File: config.mk
export PLATFORM = sky130hd
export DESIGN_NAME = signed_sar_search
export DESIGN_NICKNAME = d
export VERILOG_FILES = /design/src/rtl/signed_sar_search_pkg.sv /design/src/rtl/signed_sar_search.sv
export SDC_FILE = /design/constraint.sdc
export NUM_CORES = 1
export LEC_CHECK = 0
export BUFFER_PORTS_ARGS = -buffer_cell sky130_fd_sc_hd__buf_2
export CAP_MARGIN = 20
export CORE_MARGIN = 5
export CORE_UTILIZATION = 35
export DETAILED_ROUTE_END_ITERATION = 16
export GPL_TIMING_DRIVEN = 1
export PLACE_DENSITY = 0.6
export SKIP_LAST_GASP = 1
export SYNTH_ARGS = -nofsm -noshare
export SYNTH_HDL_FRONTEND = slang
export SYNTH_SLANG_ARGS = --single-unit
File: constraint.sdc
create_clock -name clk -period 2 [get_ports clk]
set_input_delay 0.1 -clock clk [delete_from_list [all_inputs] [get_ports clk]]
set_output_delay 0.1 -clock clk [all_outputs]
set_load 0.05 [all_outputs]
File: src/rtl/signed_sar_search_pkg.sv
// Shared constants and state encoding for the signed successive-approximation search.
package signed_sar_search_pkg;

  // Operand width of the signed value being searched for.
  localparam int W = 4;
  // Bounds carry one extra bit so lo+hi cannot overflow.
  localparam int BW = W + 1;
  // One probe per operand bit.
  localparam int NSTEPS = 4;
  localparam int SW = $clog2(NSTEPS);

  typedef enum logic [1:0] {
    IDLE  = 2'd0,
    PROBE = 2'd1,
    DONE  = 2'd2
  } state_t;

endpackage

File: src/rtl/signed_sar_search.sv
// Binary search for a signed W-bit secret using an external "secret > probe" comparator.
module signed_sar_search
  import signed_sar_search_pkg::*;
(
  input  logic                clk,
  input  logic                reset,
  input  logic                start,
  input  logic                gt,
  output logic [W-1:0]        probe,
  output logic                probe_valid,
  output logic                busy,
  output logic                done,
  output logic signed [W-1:0] result
);

  localparam logic signed [BW-1:0] LO_INIT = BW'(-(2 ** (W - 1)));
  localparam logic signed [BW-1:0] HI_INIT = BW'((2 ** (W - 1)) - 1);
  localparam logic signed [BW-1:0] ONE     = BW'(1);

  state_t               state_q, state_d;
  logic signed [BW-1:0] lo_q, lo_d;
  logic signed [BW-1:0] hi_q, hi_d;
  logic signed [BW-1:0] sum, mid;
  logic [SW-1:0]        step_q, step_d;
  logic signed [W-1:0]  result_q, result_d;

  // Next-state, bound update and output decode; outputs are pure functions of state
  // so an asynchronous reset clears them immediately.
  always_comb begin
    state_d     = state_q;
    lo_d        = lo_q;
    hi_d        = hi_q;
    step_d      = step_q;
    result_d    = result_q;
    sum         = lo_q + hi_q;
    mid         = sum >>> 1;
    probe       = '0;
    probe_valid = 1'b0;
    busy        = 1'b0;
    done        = 1'b0;

    unique case (state_q)
      IDLE: begin
        if (start) begin
          state_d = PROBE;
          lo_d    = LO_INIT;
          hi_d    = HI_INIT;
          step_d  = '0;
        end
      end
      PROBE: begin
        probe       = mid[W-1:0];
        probe_valid = 1'b1;
        busy        = 1'b1;
        if (gt) lo_d = mid + ONE;
        else    hi_d = mid;
        step_d = step_q + SW'(1);
        // Result captures the bound after the last update, when lo and hi have met.
        if (step_q == SW'(NSTEPS - 1)) begin
          state_d  = DONE;
          result_d = lo_d[W-1:0];
        end
      end
      DONE: begin
        busy    = 1'b1;
        done    = 1'b1;
        state_d = IDLE;
      end
      default: state_d = IDLE;
    endcase
  end

  // State and datapath registers with asynchronous reset.
  always_ff @(posedge clk or posedge reset) begin
    if (reset) begin
      state_q  <= IDLE;
      lo_q     <= LO_INIT;
      hi_q     <= HI_INIT;
      step_q   <= '0;
      result_q <= '0;
    end else begin
      state_q  <= state_d;
      lo_q     <= lo_d;
      hi_q     <= hi_d;
      step_q   <= step_d;
      result_q <= result_d;
    end
  end

  assign result = result_q;

endmodule

-- After elaboration in Yosys (flattened, before gate mapping)
Cells that the tools add are included.
- register bits: 18
- bits of input ports: 4
- add/sub/neg operators: 3
- equality and inequality tests: 7
- multiplexer cells: 15
- reductions and logical operators: 8
- operator list (kind ; number):
    $mux W5 ; 4
    $pmux W5 S2 ; 2
    $ne A2 B2 Y1 const B ; 4
    $pmux W2 S2 ; 2
    $mux W2 ; 3
    $reduce_and A2 Y1 ; 3
    $reduce_and A3 Y1 ; 2
    $add A4 B2 Y5 const B ; 1
    $add A5 B5 Y5 ; 1
    $eq A2 B2 Y1 const B ; 2
    $mux W4 ; 1
    $mux W1 ; 3
    $add A2 B1 Y2 const B ; 1
    $eq A2 B1 Y1 const B ; 1
    $logic_not A2 Y1 ; 1
    $reduce_bool A2 Y1 ; 1
    $reduce_or A2 Y1 ; 1

-- Depth between registers and ports, before layout
Gate-level depths: netlist (run 1).
- word-level depth: 4
- mapped depth: 8
- gate-level depth less buffers: 8

-- Least setup slack after synthesis (run 1)
OpenSTA, ideal clock, no wires.
- path type: flip-flop to flip-flop
- start point: register lo_q[0]
- end point: register lo_q[3]
- library setup time: 92 ps
- arrival: 2079 ps
- data required time: 1908 ps
- setup slack: -171 ps
- stages on the path, launching flop included: 9
- path buffers: 0
- clock period less this slack: 2171 ps
- cells stage by stage: dfrtp_1 and2_1 fa_1 a21o_1 a21oi_1 xnor2_2 xnor2_1 a2111oi_1 nor3_1
- word-level cells in the longest chain between the ends: 4
- RTL lines (what ; line ; RTL):
    start, declared ; signed_sar_search.sv:21 ; logic signed [BW-1:0] lo_q, lo_d;
    start signal, assigned ; signed_sar_search.sv:83 ; lo_q <= lo_d;
    $add A5 B5 Y5 ; signed_sar_search.sv:35 ; sum = lo_q + hi_q;
    $add A4 B2 Y5 ; signed_sar_search.sv:55 ; if (gt) lo_d = mid + ONE;
    $mux W5 ; signed_sar_search.sv:55 ;
    $pmux W5 S2 ; signed_sar_search.sv:42 ; unique case (state_q)
No other way between the ends. The select of a mux whose other input is x is not followed.
A chain may end at the register's enable or synchronous reset.

-- Final worst setup path (run 1)
- start point: register lo_q[0]
- end point: register lo_q[2]
The elaborated chain is that of the path after synthesis.

==> results of run 1 <==
==> worst paths after layout <==
kind,endpoint,slack [ps],depth (start not counted)
min reg2reg,result[2],490,1
min,result[3],150,3
max,lo_q[2],-180,9
max in group asynchronous,lo_q[0],1160,3
min in group asynchronous,step_q[0],420,3
max reg2reg,lo_q[2],-180,9
==> final cells by class <==
class | count | area [um^2]
flip-flops and latches | 17 | 432
multi-input cells | 94 | 756
clock buffers | 3 | 22.5
well taps | 44 | 55.1
clock inverters | 1 | 7.51
repair buffers | 40 | 312
inverters | 8 | 30.0
fillers | 296 | 1490
==> worst register-to-register path: cells and delay by family, from the launching register on <==
family                   cells  cell delay [ps]
adder cells (fa/ha/maj)      2              520
flip-flops                   1              410
AO/OA/AOI/OAI                1              380
buffers and inverters        2              310
XOR/XNOR                     2              310
AND/OR/NAND/NOR              2              210
==> registers in the layout (all words and copies together) (netlist names) <==
register / flops
result: 4
state_q: 2
lo_q: 5
step_q: 2
hi_q: 4
==> repair_timing <==
action / in CTS / in global routing
pin swaps: 11 / 4
hold buffers: 1 / 0
gates resized for setup: 21 / 7
hold endpoints to repair: 12 / 0
setup endpoints to repair: 10 / 14
cloned: 0 / 0
setup buffers: 5 / 3
==> stage by stage <==
step | hold WS (ps) | worst slack (ps) | setup TNS (ps) | area [um^2]
after floorplan | 22.4 | -62.1 | -62.1 | 1160
after global placement | 234 | -85.0 | -114 | 1390
after detailed placement | 248 | -90.1 | -173 | 1390
after CTS | 127 | -156 | -663 | 1560
after global routing | 158 | -248 | -2010 | 1610
final | 147 | -175 | -991 | 1610
==> layer usage <==
layer  GRT usage (%)  wire, um
met1            20.0      1370
met2            25.8      1560
met3            2.16        97
met4            7.09       102
met5               0         0
==> cells by family (layout without fill, tap and decap cells) <==
logic type	count (synthesis)	in the layout	synth area share (%)
AOI/OAI and AO/OA	43	43	24.5
xor gates and xnor gates	6	6	6.57
adders and majority gates	10	10	11.6
buffers and inverters	13	52	4.60
DFF	17	17	37.7
muxes	2	2	1.86
and+or+nand+nor	33	33	13.1
==> layout by cell type, fill, tap and decap left out, drive strengths merged, types with 2 or more instances in the layout <==
cell,count
buf,39
a21oi,13
nand2,12
dfrtp,12
nor2,9
ha,9
o21ai,8
inv,6
dfstp,5
xnor2,5
a21o,4
o22ai,4
and2,4
nor3,3
clkbuf,3
clkinv,2
o31ai,2
a221oi,2
==> reports/results.tsv, run 1 <==
metric	value	unit
netlist_top_cells_count	a21oi_1, dfrtp_1, nand2_1	
synth_top_area_share	26.3	%
avgViaCountPerCell	5.19	
clk_pin_slew	120	ps
track_usage	15.5	%
grt_pass1_vias	1067	
ys.flop_type	dfrtp_1	
hold_start	gt	
clk_latency	310	ps
cts_buffers	3	
syn_area	1140	um^2
relSlewSlack	54.8	%
skew	1.87	ps
yosysMostFrequentCell	a21oi_1	
hold_viol	0	
synth_top_cells_by_area	dfrtp_1, dfstp_2, ha_1	
wl_per_cell	15.1	um
synth_area_leader_cell	dfrtp_1	
ys_ff_latch	17	
finalWorstPathRequiredPeriod	2180	ps
critical_path_class	reg -> reg	
root_buffer	clkbuf_4	
path_buf_inv	2	
drt_iter0_markers	62	
gp_congestion	0.845	
hold_path.class	in -> reg	
io_pins	15	
cp_slowest_cell	dfrtp_1	
status	complete, but fails checks	
required	2260	ps
slew_viol_final	0	
h-tree-depth	1	
drive_gt1_share	40.5	%
antenna_found_initial	0	
core	3100	um^2
grt_pass1_wl	5180	um
grt_overflow	0	
postRouteAntennaNets	0	
numPortBuffers	14	
area_growth	41.1	%
start_util	36.9	%
maxCapViolCount	0	
vias	1074	
place_inst	194	
grt_max_degree	22	
cts_buffer_depth	2	
cp-startpoint	lo_q[0]	
layout.nets	178	
synth_edf_count	0	
syn-num-nets	138	
critPathMaxStageDelay	410	ps
rows	20	
crit_family	adder cells	
ys.warnings.count	0	
cp.arrival	2430	ps
critPathMostFrequentCell	buf_4	
layout_setup_ws	-175	ps
dpl.hpwl	2150	um
start_kind	flop	
rr_startpoint	lo_q[0]	
tightestPinTransition	678	ps
die_y	67.2	um
avgSynthCellArea	9.22	um^2
die_area	4510	um^2
firstDrtPassIters	4	
cp_cell_sequence	and2_4, fa_2, buf_4, xor2_4, buf_4, ha_4, xnor2_4, a2111o_1, nand2_1	
yosysSeqAreaShare	37.7	%
cts.sinks	17	
finalCritPeriodShare	109	%
drc	0	
path_max_fanout	4	
synth_cell_type_count	39	
clock.fmax	0.460	GHz
instances_no_fill	207	
syn_inst	124	
diodes	0	
post-route-util	52.0	%
violations	negative setup slack	
finalSetupViolCount	10	
rsz0062_at_grt	true	
chipWidth	67.2	um
cts_tree	built	
worstSetupEndpointType	flop	
wl	3130	um
synthArstFlopShare	100	%
Power of run 1 is left out: the tool's default activity adds up to more than one toggle a clock period on the data nets, which glitch-free logic cannot reach.
==> run 2: changes to the inputs <==
==> constraint.sdc (replaced) <==
create_clock -name clk -period 2 [get_ports clk]
set_input_delay 0.1 -clock clk [delete_from_list [all_inputs] [get_ports clk]]
set_output_delay 0.1 -clock clk [all_outputs]
set_load 0.02 [all_outputs]
==> run 2 against run 1 <==
  * The run still ends with negative setup slack left
  * Core utilization is 1.3 points higher
  * Setup slack gained 37 ps
  * Cell area grew 2.6%
  * Register-to-register slack better by 40 ps
  * Clock-buffer cell count unchanged
  * Hold slack better by 3.6 ps
  * Final cell count down 1.4%
  * Wire length up 3.7%
  * Sequential cell count unchanged
  * Die area unchanged
  * Non-clock buffer count shrank 3
  * Global-route usage is 0.52 points lower
==> reports/results.tsv, run 2 (synthesis gave the netlist of run 1 again) <==
metric	value	unit
finalSetupViolCount	11	
firstDrtPassIters	4	
slew_viol_final	0	
dpl.hpwl	2100	um
largest_reg_flops	5	
wl_per_cell	15.9	um
io_pins	15	
fillerInstances	293	
hold_viol	0	
clk_pin_slew	120	ps
skew	2.80	ps
die_area	4510	um^2
required	1900	ps
drive_gt1_share	44.4	%
start_util	36.9	%
dr_wl_met2	1640	um
tightestPinTransition	677	ps
finalWorstPathRequiredPeriod	2140	ps
cts_buffers	3	
core	3100	um^2
maxCapViolCount	0	
cp.arrival	2040	ps
top_layer_used	met4	
track_usage	15.0	%
layout_setup_ws	-138	ps
avgViaCountPerCell	5.42	
cts_tree	built	
dr_wl_met3	98	um
violations	negative setup slack	
post-route-util	53.3	%
chipWidth	67.2	um
numPortBuffers	14	
h-tree-depth	1	
clk_latency	310	ps
drt_iter0_markers	64	
rsz0062_at_grt	true	
grt_pass1_wl	5040	um
worstSetupEndpointType	output pin	
relSlewSlack	54.8	%
gp_congestion	0.835	
path_max_fanout	4	
rows	20	
postRouteAntennaNets	0	
hold_path.class	in -> reg	
critical_path_class	reg -> out	
diodes	0	
seq_area	433	um^2
layout_common_cells	buf_4, nand2_1, dfrtp_1	
antenna_found_initial	0	
status	complete, but fails checks	
grt_pass1_vias	1038	
start_kind	flop	
cts.sinks	17	
die_y	67.2	um
final_common_cell	buf_4	
finalCritPeriodShare	107	%
wl_met1	1450	um
layout.nets	175	
root_buffer	clkbuf_4	
clock.fmax	0.468	GHz
multiInputGateArea	815	um^2
grt_max_degree	21	
wl	3250	um
area_growth	44.7	%
vias	1106	
regMostFlops	lo_q	
cts_buffer_depth	2	
grt_overflow	0	
drc	0	
## run 2: cell types whose count changed in the layout (fill, tap and decap cells not counted), sizes merged
cell,change
buf,-3
## run 2: area by class of cell
class	instances	share of cell area [%]
sequential	17	26.2
tap	44	3.33
clock buffer	3	1.36
clock inverter	1	0.454
inverter	8	1.81
timing repair buffer	37	17.7
multi-input combinational	94	49.2
## run 2: final timing paths
| check | startpoint | end | slack, ps | cells after the start |
|---|---|---|---|---|
| max in group asynchronous | reset | lo_q[1] | 1120 | 3 |
| worst max register to register | lo_q[0] | result[3] | -140 | 10 |
| worst min-delay path | gt | result[3] | 150 | 3 |
| worst min register to register | result[2] | result[2] | 490 | 1 |
| worst max-delay path | lo_q[0] | probe[1] | -140 | 8 |
| min in group asynchronous | reset | lo_q[0] | 420 | 3 |
## run 2: per-layer routing
| metal | GRT usage [%] | vias up |
|---|---|---|
| met5 | 0 | - |
| met4 | 6.84 | 0 |
| met3 | 2.33 | 5 |
| met2 | 24.5 | 31 |
| met1 | 19.5 | 545 |
| li1 | - | 525 |
## run 2: critical path, cell delays in order, from the launching register on
cell     delay [ps]
dfrtp_1         410
and2_4          140
fa_2            350
buf_6           140
xor2_4          160
buf_4           140
buf_6           100
and2_1          150
buf_6           130
## run 2: metrics by stage
step                cell area (um^2)  hold slack (ps)  setup slack, ps  setup TNS [ps]  instances
floorplan                       1150             22.4             27.0               0        124
global placement                1340              232            -60.7           -87.1        188
detailed placement              1340              242            -79.6            -193        188
CTS                             1540              151             -111            -531        200
global route                    1660              152             -233           -1810        204
finish                          1660              150             -138            -860        204
## run 2: repair_timing
item                       in CTS  in global routing
resized for setup              22                 18
buffers inserted                7                  4
setup endpoints to repair       9                 12
pin swaps                      14                  9
hold endpoints to repair       12                  0
hold buffers                    1                  0
Power of run 2 is left out for the same reason.
==> run 3: changes to the inputs <==
--- a/config.mk
+++ b/config.mk
@@ -11,7 +11,8 @@
 export CORE_UTILIZATION = 35
 export DETAILED_ROUTE_END_ITERATION = 16
 export GPL_TIMING_DRIVEN = 1
-export PLACE_DENSITY = 0.6
+export PLACE_DENSITY = 0.58
+export SETUP_SLACK_MARGIN = 0.2
 export SKIP_LAST_GASP = 1
 export SYNTH_ARGS = -nofsm -noshare
 export SYNTH_HDL_FRONTEND = slang
==> constraint.sdc (replaced) <==
create_clock -name clk -period 2.2 [get_ports clk]
set_input_delay 0.11 -clock clk [delete_from_list [all_inputs] [get_ports clk]]
set_output_delay 0.11 -clock clk [all_outputs]
set_load 0.02 [all_outputs]
==> run 3 against run 2 <==
  * The run now ends clean
  * Global-route usage fell by 0.12 points
  * Clock-buffer cell count did not move
  * Sequential share of layout area is 1.5 points higher
  * Clock skew increased by 4.2 ps
  * Cell area down 5.4%
  * Wire length shrank 5.1%
  * Critical path type is now reg -> reg
  * Largest cell class unchanged
==> reports/results.tsv, run 3 (synthesis gave the netlist of run 1 again) <==
metric	value	unit
numPortBuffers	14	
antenna_found_initial	0	
cts_buffer_depth	2	
relSlewSlack	54.1	%
cts_tree	built	
cts.sinks	17	
critPathMostFrequentCell	buf_6	
use_met2	24.2	%
rsz0062_at_grt	true	
finalSetupViolCount	0	
met1_usage	19.4	%
clock.fmax	0.472	GHz
rows	20	
final_common_cell	buf_4	
setup_tns	0	ps
root_buffer	clkbuf_4	
grt_max_degree	21	
whs	177	ps
hold_viol	0	
hold_path.class	in -> reg	
critical_path_class	reg -> reg	
area_growth	36.9	%
postRouteAntennaNets	0	
firstDrtPassIters	4	
multiInputGateArea	791	um^2
worstHoldPathCells	3	
die_area	4510	um^2
track_usage	14.9	%
dpl.hpwl	2030	um
grt_busiest_layer	met2	
start_kind	flop	
vias	1053	
clk_pin_slew	120	ps
maxCapViolCount	0	
cts_buffers	3	
chipWidth	67.2	um
wl_per_cell	15.6	um
fillerInstances	299	
tightestPinTransition	688	ps
seq_area	433	um^2
cp_slowest_cell	dfrtp_2	
post-route-util	50.4	%
drc	0	
status	finished clean	
wl	3080	um
diodes	0	
start_util	36.9	%
cp.arrival	2310	ps
grt_use_met3	2.50	%
drt_iter0_markers	103	
finalCritPeriodShare	96.4	%
gp_congestion	0.855	
die_y	67.2	um
avgViaCountPerCell	5.32	
layout_common_cells	buf_4, nand2_1, dfrtp_1, buf_2, a21oi_1	
grt_pass1_vias	1052	
slew_viol_final	0	
grt_pass1_wl	5020	um
grt_overflow	0	
ff2ff_path_depth	8	
skew	6.96	ps
regMostFlops	lo_q	
largest_reg_flops	5	
clk_latency	310	ps
critPathMaxStageDelay	490	ps
h-tree-depth	1	
required	2390	ps
path_max_fanout	5	
drive_gt1_share	41.6	%
finalWorstPathRequiredPeriod	2120	ps
cp_cell_sequence	fa_2, buf_6, xor2_4, buf_6, ha_4, and3_4, a21oi_2, o221ai_2	
layout.nets	169	
worstSetupEndpointType	flop	
core	3100	um^2
io_pins	15	
-- run 3: cell count changes in the layout (fill, tap and decap cells not counted), sizes merged --
| cell | change |
|---|---|
| buf | -6 |
-- run 3: routing by layer --
layer	vias to the layer above	part of all wire (%)
met2	30	48
met4	0	2.7
li1	508	-
met5	-	0
met3	8	5.0
met1	507	44
-- run 3: path summary, 6_finish.rpt --
| path | startpoint | to | slack, ps |
|---|---|---|---|
| setup / recovery | lo_q[1] | lo_q[1] | 80 |
| hold / removal | gt | result[3] | 180 |
| setup reg to reg | lo_q[1] | lo_q[1] | 80 |
| hold reg to reg | result[0] | result[0] | 480 |
| max in group asynchronous | reset | lo_q[1] | 1290 |
| min in group asynchronous | reset | result[2] | 430 |
-- run 3: worst max-delay path: cells and delay by family, from the launching register on --
| family | cells | cell delay [ps] |
|---|---|---|
| AO/OA/AOI/OAI | 2 | 220 |
| adder cells (fa/ha/maj) | 2 | 660 |
| XOR/XNOR | 1 | 190 |
| flip-flops | 1 | 490 |
| AND/OR/NAND/NOR | 1 | 160 |
| buffers and inverters | 2 | 280 |
-- run 3: layout make-up --
class / count / share of cell area, %
repair buffers: 31 / 14.5
clock inverters: 1 / 0.480
inverters: 8 / 1.92
well taps: 44 / 3.52
multi-input cells: 94 / 50.5
clock buffers: 3 / 1.44
flip-flops and latches: 17 / 27.7
-- run 3: repair_timing --
item / in CTS / in global routing
pin swaps: 10 / 11
gates resized for setup: 12 / 19
endpoints found under the setup margin: 8 / 12
hold endpoints to repair: 12 / 0
setup buffers: 6 / 3
hold buffers: 1 / 0
-- run 3: per-stage QoR --
step                cells  cell area, um^2  setup slack, ps
floorplan             124             1150              227
global placement      184             1310             88.3
detailed placement    184             1310             86.8
CTS                   195             1450             68.5
global route          198             1570            -19.6
finish                198             1570             80.0
Power of run 3 is left out for the same reason.
